## src/rtl/priority_encoder8to3_pkg.sv

```systemverilog
// Shared constants, state encoding and helpers for the 8-to-3 request
// priority encoder.
package priority_encoder8to3_pkg;

   localparam int N_REQ  = 8;
   localparam int CODE_W = 3;

   typedef enum logic {
      IDLE    = 1'b0,
      PRESENT = 1'b1
   } state_t;

   // A request collides when it lands on a bit that is already pending,
   // unless that very bit is being selected (and cleared) this cycle.
   function automatic logic drop_hit(input logic [N_REQ-1:0] req,
                                     input logic [N_REQ-1:0] pend,
                                     input logic [N_REQ-1:0] consumed);
      return |(req & pend & ~consumed);
   endfunction

endpackage

```

## src/rtl/priority_encoder8to3_if.sv

```systemverilog
// Request/response bundle between the request source/consumer and the
// priority encoder. The encoder sits on the slave side.
interface priority_encoder8to3_if;
   import priority_encoder8to3_pkg::*;

   logic [N_REQ-1:0]  req;
   logic              out_ready;
   logic [CODE_W-1:0] code;
   logic              valid;
   logic [N_REQ-1:0]  pending;
   logic              dropped;

   modport master (
      output req, out_ready,
      input  code, valid, pending, dropped
   );

   modport slave (
      input  req, out_ready,
      output code, valid, pending, dropped
   );

endinterface

```

## src/rtl/priority_encoder8to3_prio_sel8.sv

```systemverilog
// Combinational highest-index-first selector: reports whether any bit is
// set, the index of the highest set bit, and that bit as a one-hot mask.
module prio_sel8
   import priority_encoder8to3_pkg::*;
(
   input  logic [N_REQ-1:0]  merged,
   output logic              any,
   output logic [CODE_W-1:0] idx,
   output logic [N_REQ-1:0]  onehot
);

   // Ascending scan so the last (highest) set bit overwrites lower ones.
   always_comb begin
      any    = |merged;
      idx    = '0;
      onehot = '0;
      for (int i = 0; i < N_REQ; i++) begin
         if (merged[i]) begin
            idx       = CODE_W'(i);
            onehot    = '0;
            onehot[i] = 1'b1;
         end
      end
   end

endmodule

```

## src/rtl/priority_encoder8to3.sv

```systemverilog
// Priority encoder with request latching: requests accumulate in a pending
// set and are presented one code at a time, highest index first, under a
// valid/out_ready handshake. Every output comes straight from a flop.
module priority_encoder8to3
   import priority_encoder8to3_pkg::*;
(
   input  logic                 clk,
   input  logic                 rst,
   priority_encoder8to3_if.slave bus
);

   state_t            state;
   logic [CODE_W-1:0] code_q;
   logic              valid_q;
   logic [N_REQ-1:0]  pend_q;
   logic              drop_q;

   logic [N_REQ-1:0]  merged;
   logic              sel_any;
   logic [CODE_W-1:0] sel_idx;
   logic [N_REQ-1:0]  sel_oh;
   logic              load;
   logic [N_REQ-1:0]  consumed;

   // Everything latched so far plus whatever arrives this cycle.
   assign merged = pend_q | bus.req;

   prio_sel8 u_sel (
      .merged (merged),
      .any    (sel_any),
      .idx    (sel_idx),
      .onehot (sel_oh)
   );

   // A new code is taken whenever the output slot is free (idle) or is being
   // emptied by a handshake this cycle, and there is something to serve.
   always_comb begin
      load     = sel_any && ((state == IDLE) || bus.out_ready);
      consumed = load ? sel_oh : '0;
   end

   // State, code, pending set and collision pulse; async reset drops all work.
   always_ff @(posedge clk or posedge rst) begin
      if (rst) begin
         state   <= IDLE;
         code_q  <= '0;
         valid_q <= 1'b0;
         pend_q  <= '0;
         drop_q  <= 1'b0;
      end else begin
         drop_q <= drop_hit(bus.req, pend_q, consumed);
         case (state)
            IDLE: begin
               if (load) begin
                  code_q  <= sel_idx;
                  pend_q  <= merged & ~sel_oh;
                  valid_q <= 1'b1;
                  state   <= PRESENT;
               end else begin
                  pend_q  <= '0;
               end
            end
            PRESENT: begin
               if (!bus.out_ready) begin
                  // Stalled: code is frozen, new arrivals (including the
                  // presented index itself) are remembered for later.
                  pend_q <= merged;
               end else if (load) begin
                  code_q <= sel_idx;
                  pend_q <= merged & ~sel_oh;
               end else begin
                  pend_q  <= '0;
                  valid_q <= 1'b0;
                  state   <= IDLE;
               end
            end
            default: begin
               state   <= IDLE;
               valid_q <= 1'b0;
               pend_q  <= '0;
            end
         endcase
      end
   end

   assign bus.code    = code_q;
   assign bus.valid   = valid_q;
   assign bus.pending = pend_q;
   assign bus.dropped = drop_q;

endmodule
```

## src/flat_wrapper.sv

```systemverilog
// flat-port wrapper written by rule: the top's interface ports become plain ports
module priority_encoder8to3_flat import priority_encoder8to3_pkg::*;
  (clk, rst, bus_req, bus_out_ready, bus_code, bus_valid, bus_pending, bus_dropped);
  priority_encoder8to3_if bus_i ();
  input  logic clk;
  input  logic rst;
  input wire logic [$bits(bus_i.req)-1:0] bus_req;
  input wire logic [$bits(bus_i.out_ready)-1:0] bus_out_ready;
  output wire logic [$bits(bus_i.code)-1:0] bus_code;
  output wire logic [$bits(bus_i.valid)-1:0] bus_valid;
  output wire logic [$bits(bus_i.pending)-1:0] bus_pending;
  output wire logic [$bits(bus_i.dropped)-1:0] bus_dropped;
  assign bus_i.req = bus_req;
  assign bus_i.out_ready = bus_out_ready;
  assign bus_code = bus_i.code;
  assign bus_valid = bus_i.valid;
  assign bus_pending = bus_i.pending;
  assign bus_dropped = bus_i.dropped;
  priority_encoder8to3 u_core (.clk(clk), .rst(rst), .bus(bus_i));
endmodule
```

## config.mk

```make
export PLATFORM = sky130hd
export DESIGN_NAME = priority_encoder8to3_flat
export DESIGN_NICKNAME = d
export VERILOG_FILES = /design/src/rtl/priority_encoder8to3_pkg.sv /design/src/rtl/priority_encoder8to3_if.sv /design/src/rtl/priority_encoder8to3_prio_sel8.sv /design/src/rtl/priority_encoder8to3.sv /design/src/flat_wrapper.sv
export SDC_FILE = /design/constraint.sdc
export NUM_CORES = 1
export LEC_CHECK = 0
export ABC_AREA = 1
export BUFFER_PORTS_ARGS = -buffer_cell sky130_fd_sc_hd__buf_4
export CORE_MARGIN = 2
export CORE_UTILIZATION = 49
export DETAILED_ROUTE_END_ITERATION = 6
export GPL_TIMING_DRIVEN = 0
export PLACE_DENSITY = 0.79
export SYNTH_ARGS = -nofsm -noshare
export SYNTH_HDL_FRONTEND = slang
export SYNTH_SLANG_ARGS = --single-unit
```

## constraint.sdc

```tcl
create_clock -name clk -period 1.39 [get_ports clk]
set_input_delay 0.0695 -clock clk [delete_from_list [all_inputs] [get_ports clk]]
set_output_delay 0.0695 -clock clk [all_outputs]
set_load 0.05 [all_outputs]
```

# Word-level counts from Yosys, hierarchy flattened
# Index checks and enable logic that the tools add are counted.
[totals]
reg_bits = 14
latch_bits = 0
mem_bits_rw = 0
romBits = 0
inputBits = 11
out_inout_bits = 13
wordCells = 49
n_memories = 0
[classes]
addsub = 0
n_mul = 0
div_mod_pow = 0
order_cmp = 0
n_eq_ne = 3
shifts = 0
mux = 29
n_bitwise = 7
reduce_logical = 5
[op_table]
columns = ["cell", "count"]
rows = [
  ["8-bit two-way mux", 10],
  ["8-bit bitwise AND", 3],
  ["3-bit two-way mux", 8],
  ["8-bit NOT", 2],
  ["8-bit one-hot mux with 2 select lines", 1],
  ["8-bit OR reduction", 2],
  ["8-bit OR", 1],
  ["1-bit two-way mux", 7],
  ["3-bit one-hot mux with 2 select lines", 1],
  ["2-bit != test (second input constant)", 2],
  ["1-bit one-hot mux with 2 select lines", 2],
  ["3-bit AND reduction", 1],
  ["2-bit by 1-bit != test with 1-bit output (second input constant)", 1],
  ["1-bit logical AND", 1],
  ["1-bit logical OR", 1],
  ["1-bit NOT", 1],
]

# Depth between registers and ports, before layout
[logic_depth]
word_depth = 14
mapped_depth = 10
mapped_depth_nobuf = 10

# By module
# Synthesis repeated with hierarchy kept, for this count alone.
[unflattened]
cells_unflattened = 131
area_unflattened_um2 = 878.3
[modules_own_cells]
columns = ["module", "instances", "cells_per_inst", "area_per_inst_um2"]
rows = [
  ["priority_encoder8to3", 1, 99, 738.2],
  ["prio_sel8", 1, 32, 140.1],
]

# Worst setup path after synthesis
# No wires, ideal clock.
[synth_timing]
path_kind = "reg-to-reg"
startpoint = "register u_core.pend_q[7], in the netlist u_core.bus.pending[7]"
endpoint = "register u_core.code_q[0], in the netlist u_core.bus.code[0]"
setup_ns = 0.117
arrival_ns = 1.413
path_slack_ns = -0.140
path_stages_with_launch = 10
path_buffers = 0
synth_period_minus_slack_ns = 1.530
path_cell_list = "dfrtp_1 nor2_4 nand2_4 clkinv_2 nand2_4 nor2_2 nor2_2 nand2_1 o21ai_1 inv_1"
[synth_between]
elab_chain_len = 6
elab_cells_between_ends = 7
cone_classes = "4 x mux; 1 x bitwise; 2 x reduce/logical"
[synth_lines]
columns = ["item", "line", "text"]
rows = [
  ["from (decl)", "priority_encoder8to3.sv:15", "logic [N_REQ-1:0] pend_q;"],
  ["from (signal assigned)", "priority_encoder8to3.sv:56", "pend_q <= merged & ~sel_oh;"],
  ["from (signal assigned)", "priority_encoder8to3.sv:67", "pend_q <= merged;"],
  ["from (signal assigned)", "priority_encoder8to3.sv:70", "pend_q <= merged & ~sel_oh;"],
  ["8-bit OR (*)", "priority_encoder8to3.sv:26", "assign merged = pend_q | bus.req;"],
  ["8-bit OR reduction", "priority_encoder8to3_prio_sel8.sv:14", "any = |merged;"],
  ["1-bit logical AND", "priority_encoder8to3.sv:38", "load = sel_any && ((state == IDLE) || bus.out_ready);"],
  ["3-bit two-way mux (*)", "priority_encoder8to3.sv:54, priority_encoder8to3.sv:68", ""],
  ["3-bit two-way mux", "priority_encoder8to3.sv:64", "if (!bus.out_ready) begin"],
  ["3-bit one-hot mux with 2 select lines (*)", "priority_encoder8to3.sv:52", "case (state)"],
  ["to (signal assigned)", "priority_encoder8to3.sv:55", "code_q <= sel_idx;"],
  ["to (signal assigned)", "priority_encoder8to3.sv:69", "code_q <= sel_idx;"],
  ["to (decl)", "priority_encoder8to3.sv:13", "logic [CODE_W-1:0] code_q;"],
]
# Mark *: on every way between the ends. The rest lies on a longest branch, timed or not. The select of a mux whose other input is x is not followed.
# A chain may end at the register's enable or synchronous reset.

# Worst setup path after layout
[layout_timing]
startpoint = "register u_core.pend_q[4], in the netlist u_core.bus.pending[4]"
endpoint = "register u_core.drop_q, in the netlist u_core.bus.dropped"
[layout_between]
elab_chain_len = 9
elab_cells_between_ends = 12
cone_classes = "5 x mux; 4 x bitwise; 3 x reduce/logical"
[layout_lines]
columns = ["item", "line", "text"]
rows = [
  ["8-bit OR", "priority_encoder8to3.sv:26", ""],
  ["8-bit two-way mux (4 in a row)", "priority_encoder8to3_prio_sel8.sv:18", "if (merged[i]) begin"],
  ["8-bit two-way mux", "priority_encoder8to3.sv:39", "consumed = load ? sel_oh : '0;"],
  ["8-bit NOT", "priority_encoder8to3_pkg.sv:18", "return |(req & pend & ~consumed);"],
  ["8-bit bitwise AND (*)", "priority_encoder8to3_pkg.sv:18", ""],
  ["8-bit OR reduction (*)", "priority_encoder8to3_pkg.sv:18", ""],
  ["to (signal assigned)", "priority_encoder8to3.sv:51", "drop_q <= drop_hit(bus.req, pend_q, consumed);"],
  ["to (decl)", "priority_encoder8to3.sv:16", "logic drop_q;"],
]
# Mark *: on every way between the ends. The rest lies on a longest branch, timed or not.

==> flow_metrics.py <==
metrics = {
    "floorplanning": {
        "die_h_um": 44.8,
        "die_x_um": 44.8,
        "initial_core_util": 0.534,
        "dieArea_sq_mm": 0.00200,
        "ios": 24,
        "rows": 14,
        "coreArea_sq_mm": 0.00152,
    },
    "synthesis": {
        "synth_cells": 112,
        "avgSynthCellArea_sq_um": 7.27,
        "ys_warn_count": 0,
        "yosysUniqueCellTypes": 17,
        "syn-num-nets": 123,
        "yosysSeqAreaShare": 0.430,
        "synth_seq_cells": 14,
        "syn_area_sq_um": 815,
    },
    "placement": {
        "hpwl_um": 1340,
        "dpl.cell_count": 151,
        "portBuffers": 23,
        "pre_cts_ws_ns": -0.0192,
        "place.gp.congestion": 0.836,
    },
    "min_path": {
        "worstHoldPathType": "primary input to flip-flop",
        "hp-start": "bus_req[5]",
        "hold_path_depth": 3,
        "hold_path_end": "u_core.bus.pending[5]",
    },
    "worst_setup_path": {
        "critPathArrivalTime_ns": 1.58,
        "rr_endpoint": "u_core.bus.dropped",
        "crit_required_ns": 1.58,
        "cp-start-kind": "flip-flop",
        "reg2reg_depth": 10,
        "ff2ff_setup_slack_ns": -0.002,
        "r2r-start": "u_core.bus.pending[4]",
        "worst-path-max-fanout": 4,
        "worst_setup_path_end_kind": "flip-flop",
        "worstSetupPathType": "flip-flop to flip-flop",
    },
    "power_and_ir_drop": {
        "powerDensity_mw_per_mm2": 792,
        "vdd_drop_max_mv": 0.586,
        "p_total_uw": 900,
        "power.leakage_nw": 0.600,
    },
    "global_route": {
        "grt_pass1_vias": 687,
        "grt_usage": 0.188,
        "grt_overflow": 0,
        "grt_pass1_wl_um": 2730,
        "grt_max_degree": 15,
        "grt_antenna_before_repair": 0,
    },
    "clock_tree": {
        "clkTransAtPathRegs_ns": 0.09,
        "cts-buffers-inserted": 3,
        "cts_max_level": 1,
        "insertion_delay_ns": 0.29,
        "cts_buffer_depth": 2,
        "cts.sinks": 14,
        "ctsRootBufferMaster": "clkbuf_4",
        "cts_tree": "yes",
    },
    "sta": {
        "rsz0062_at_grt": "true",
        "setup_ws_ns": -0.00177,
        "finalHoldViolations": 0,
        "slew_headroom": 0.648,
        "tns_ns": -0.00177,
        "post-route-period-util": 1.00,
        "fin_skew_ns": 0.000839,
        "max_freq_mhz": 719,
        "fin_crit_ns": 1.39,
        "holdWs_ns": 0.0397,
        "maxSlewViolCount": 0,
        "worst_pin_slew_ns": 0.527,
        "setup_viol": 1,
    },
    "outcome": {
        "outcome": "finished, violations left",
        "violations": "negative setup slack",
    },
    "detailed_routing": {
        "drc": 0,
        "num_vias": 830,
        "wl_per_cell_um": 11.6,
        "ant_nets": 0,
        "drt_wl_total_um": 1870,
        "dr.first_iter.drc_count": 22,
        "dr.pass1.iters": 4,
        "vias_per_cell": 5.16,
    },
    "finish": {
        "drive_gt1_frac": 0.400,
        "fin_nets": 157,
        "antenna_cells": 0,
        "stdcell_count": 161,
        "area_growth_pct": 39.5,
    },
    "job": {
        "maxCapViolCount": 0,
    },
}
## synth_stat cells (all sizes together)
cell type,count,area [sq um]
nand3,9,45.0
o21ai,4,20.0
a21oi,5,25.0
o21a,1,7.51
nand4,3,18.8
o21bai,1,7.51
nor2,23,126
dfrtp,14,350
clkinv,1,5.00
inv,25,93.8
nand2,26,115
## layout by cell type, fill, tap and decap left out
cell type / instances
inv_1: 24
o21bai_1: 1
clkbuf_4: 3
nand2_4: 2
nand2_1: 21
o21ai_0: 3
a21oi_2: 1
nor2_1: 13
nor2_2: 2
dfrtp_1: 6
inv_2: 1
buf_4: 28
a21oi_1: 4
dlygate4sd3_1: 1
dfrtp_2: 8
nand2_2: 3
o21ai_1: 1
clkbuf_8: 1
inv_4: 1
o21a_1: 1
nand4_1: 3
nand3_1: 9
nor2_4: 8
## sequential cells by signal, indices dropped and copies added, names as in the netlist
| name | flops |
|---|---|
| u_core.bus.code | 3 |
| u_core.bus.dropped | 1 |
| u_core.bus.pending | 8 |
| u_core.bus.valid | 1 |
| u_core.state | 1 |
## layer usage
metal	vias to the layer above	wire length, um	GRT usage
li1	408	-	-
met2	33	976	0.333
met4	0	48	0.0882
met3	5	131	0.0240
met5	-	0	0
met1	384	716	0.226
## worst max path at each step
stage / from / endpoint / slack, ns / depth (start not counted)
floorplan: u_core.bus.pending[5] / u_core.bus.dropped / 0.006 / 10
global placement: u_core.bus.pending[5] / u_core.bus.dropped / 0.04 / 10
detailed placement: u_core.bus.pending[3] / u_core.bus.dropped / -0.02 / 8
CTS: u_core.bus.pending[4] / u_core.bus.dropped / 0.001 / 10
global route: u_core.state / u_core.bus.dropped / -0.11 / 8
finish: u_core.bus.pending[4] / u_core.bus.dropped / -0.002 / 10
## through the flow
step	area (sq um)	utilization
after floorplan	827	-
after global placement	1020	0.669
after detailed placement	1020	0.669
after CTS	1080	0.709
after global routing	1140	0.745
final	1140	0.745
## power by group
group	total, mW	internal (mW)	switching [mW]	leakage [nW]
clock network	0.306	0.160	0.146	0.0210
logic	0.165	0.0632	0.102	0.448
registers	0.429	0.418	0.0102	0.132
total	0.900	0.641	0.259	0.600
## timing repair
action / CTS / global route
pin swaps: 1 / 12
endpoints found under the setup margin: 2 / 6
setup buffers: 1 / 4
endpoints found under the hold margin: 14 / 0
gates resized for setup: 2 / 7
hold buffers: 1 / 0
## worst max-delay path: stages (launching register included)
cell and delay [ns]:
dfrtp_2 0.44, nor2_4 0.11, nand2_2 0.09, inv_2 0.08, nand2_4 0.06, nor2_4 0.15, nand2_2 0.07, nand2_1 0.06
nand2_1 0.05, nor2_1 0.11, nand2_1 0.06
## area by class of cell
class	instances	area, sq um
inverters	26	100
clock buffers	4	36.3
flip-flops and latches	14	360
fillers	126	388
well taps	16	20.0
repair buffers	29	220
multi-input cells	72	399
## logic make-up (layout without fill, tap and decap cells)
group	count (synthesis)	in the layout	share of synthesized area
AO/OA/AOI/OAI	11	11	0.0737
AND/OR/NAND/NOR	61	61	0.375
buffers and inverters	26	59	0.121
flip-flops	14	14	0.430
(Power assumes the default switching activity.)
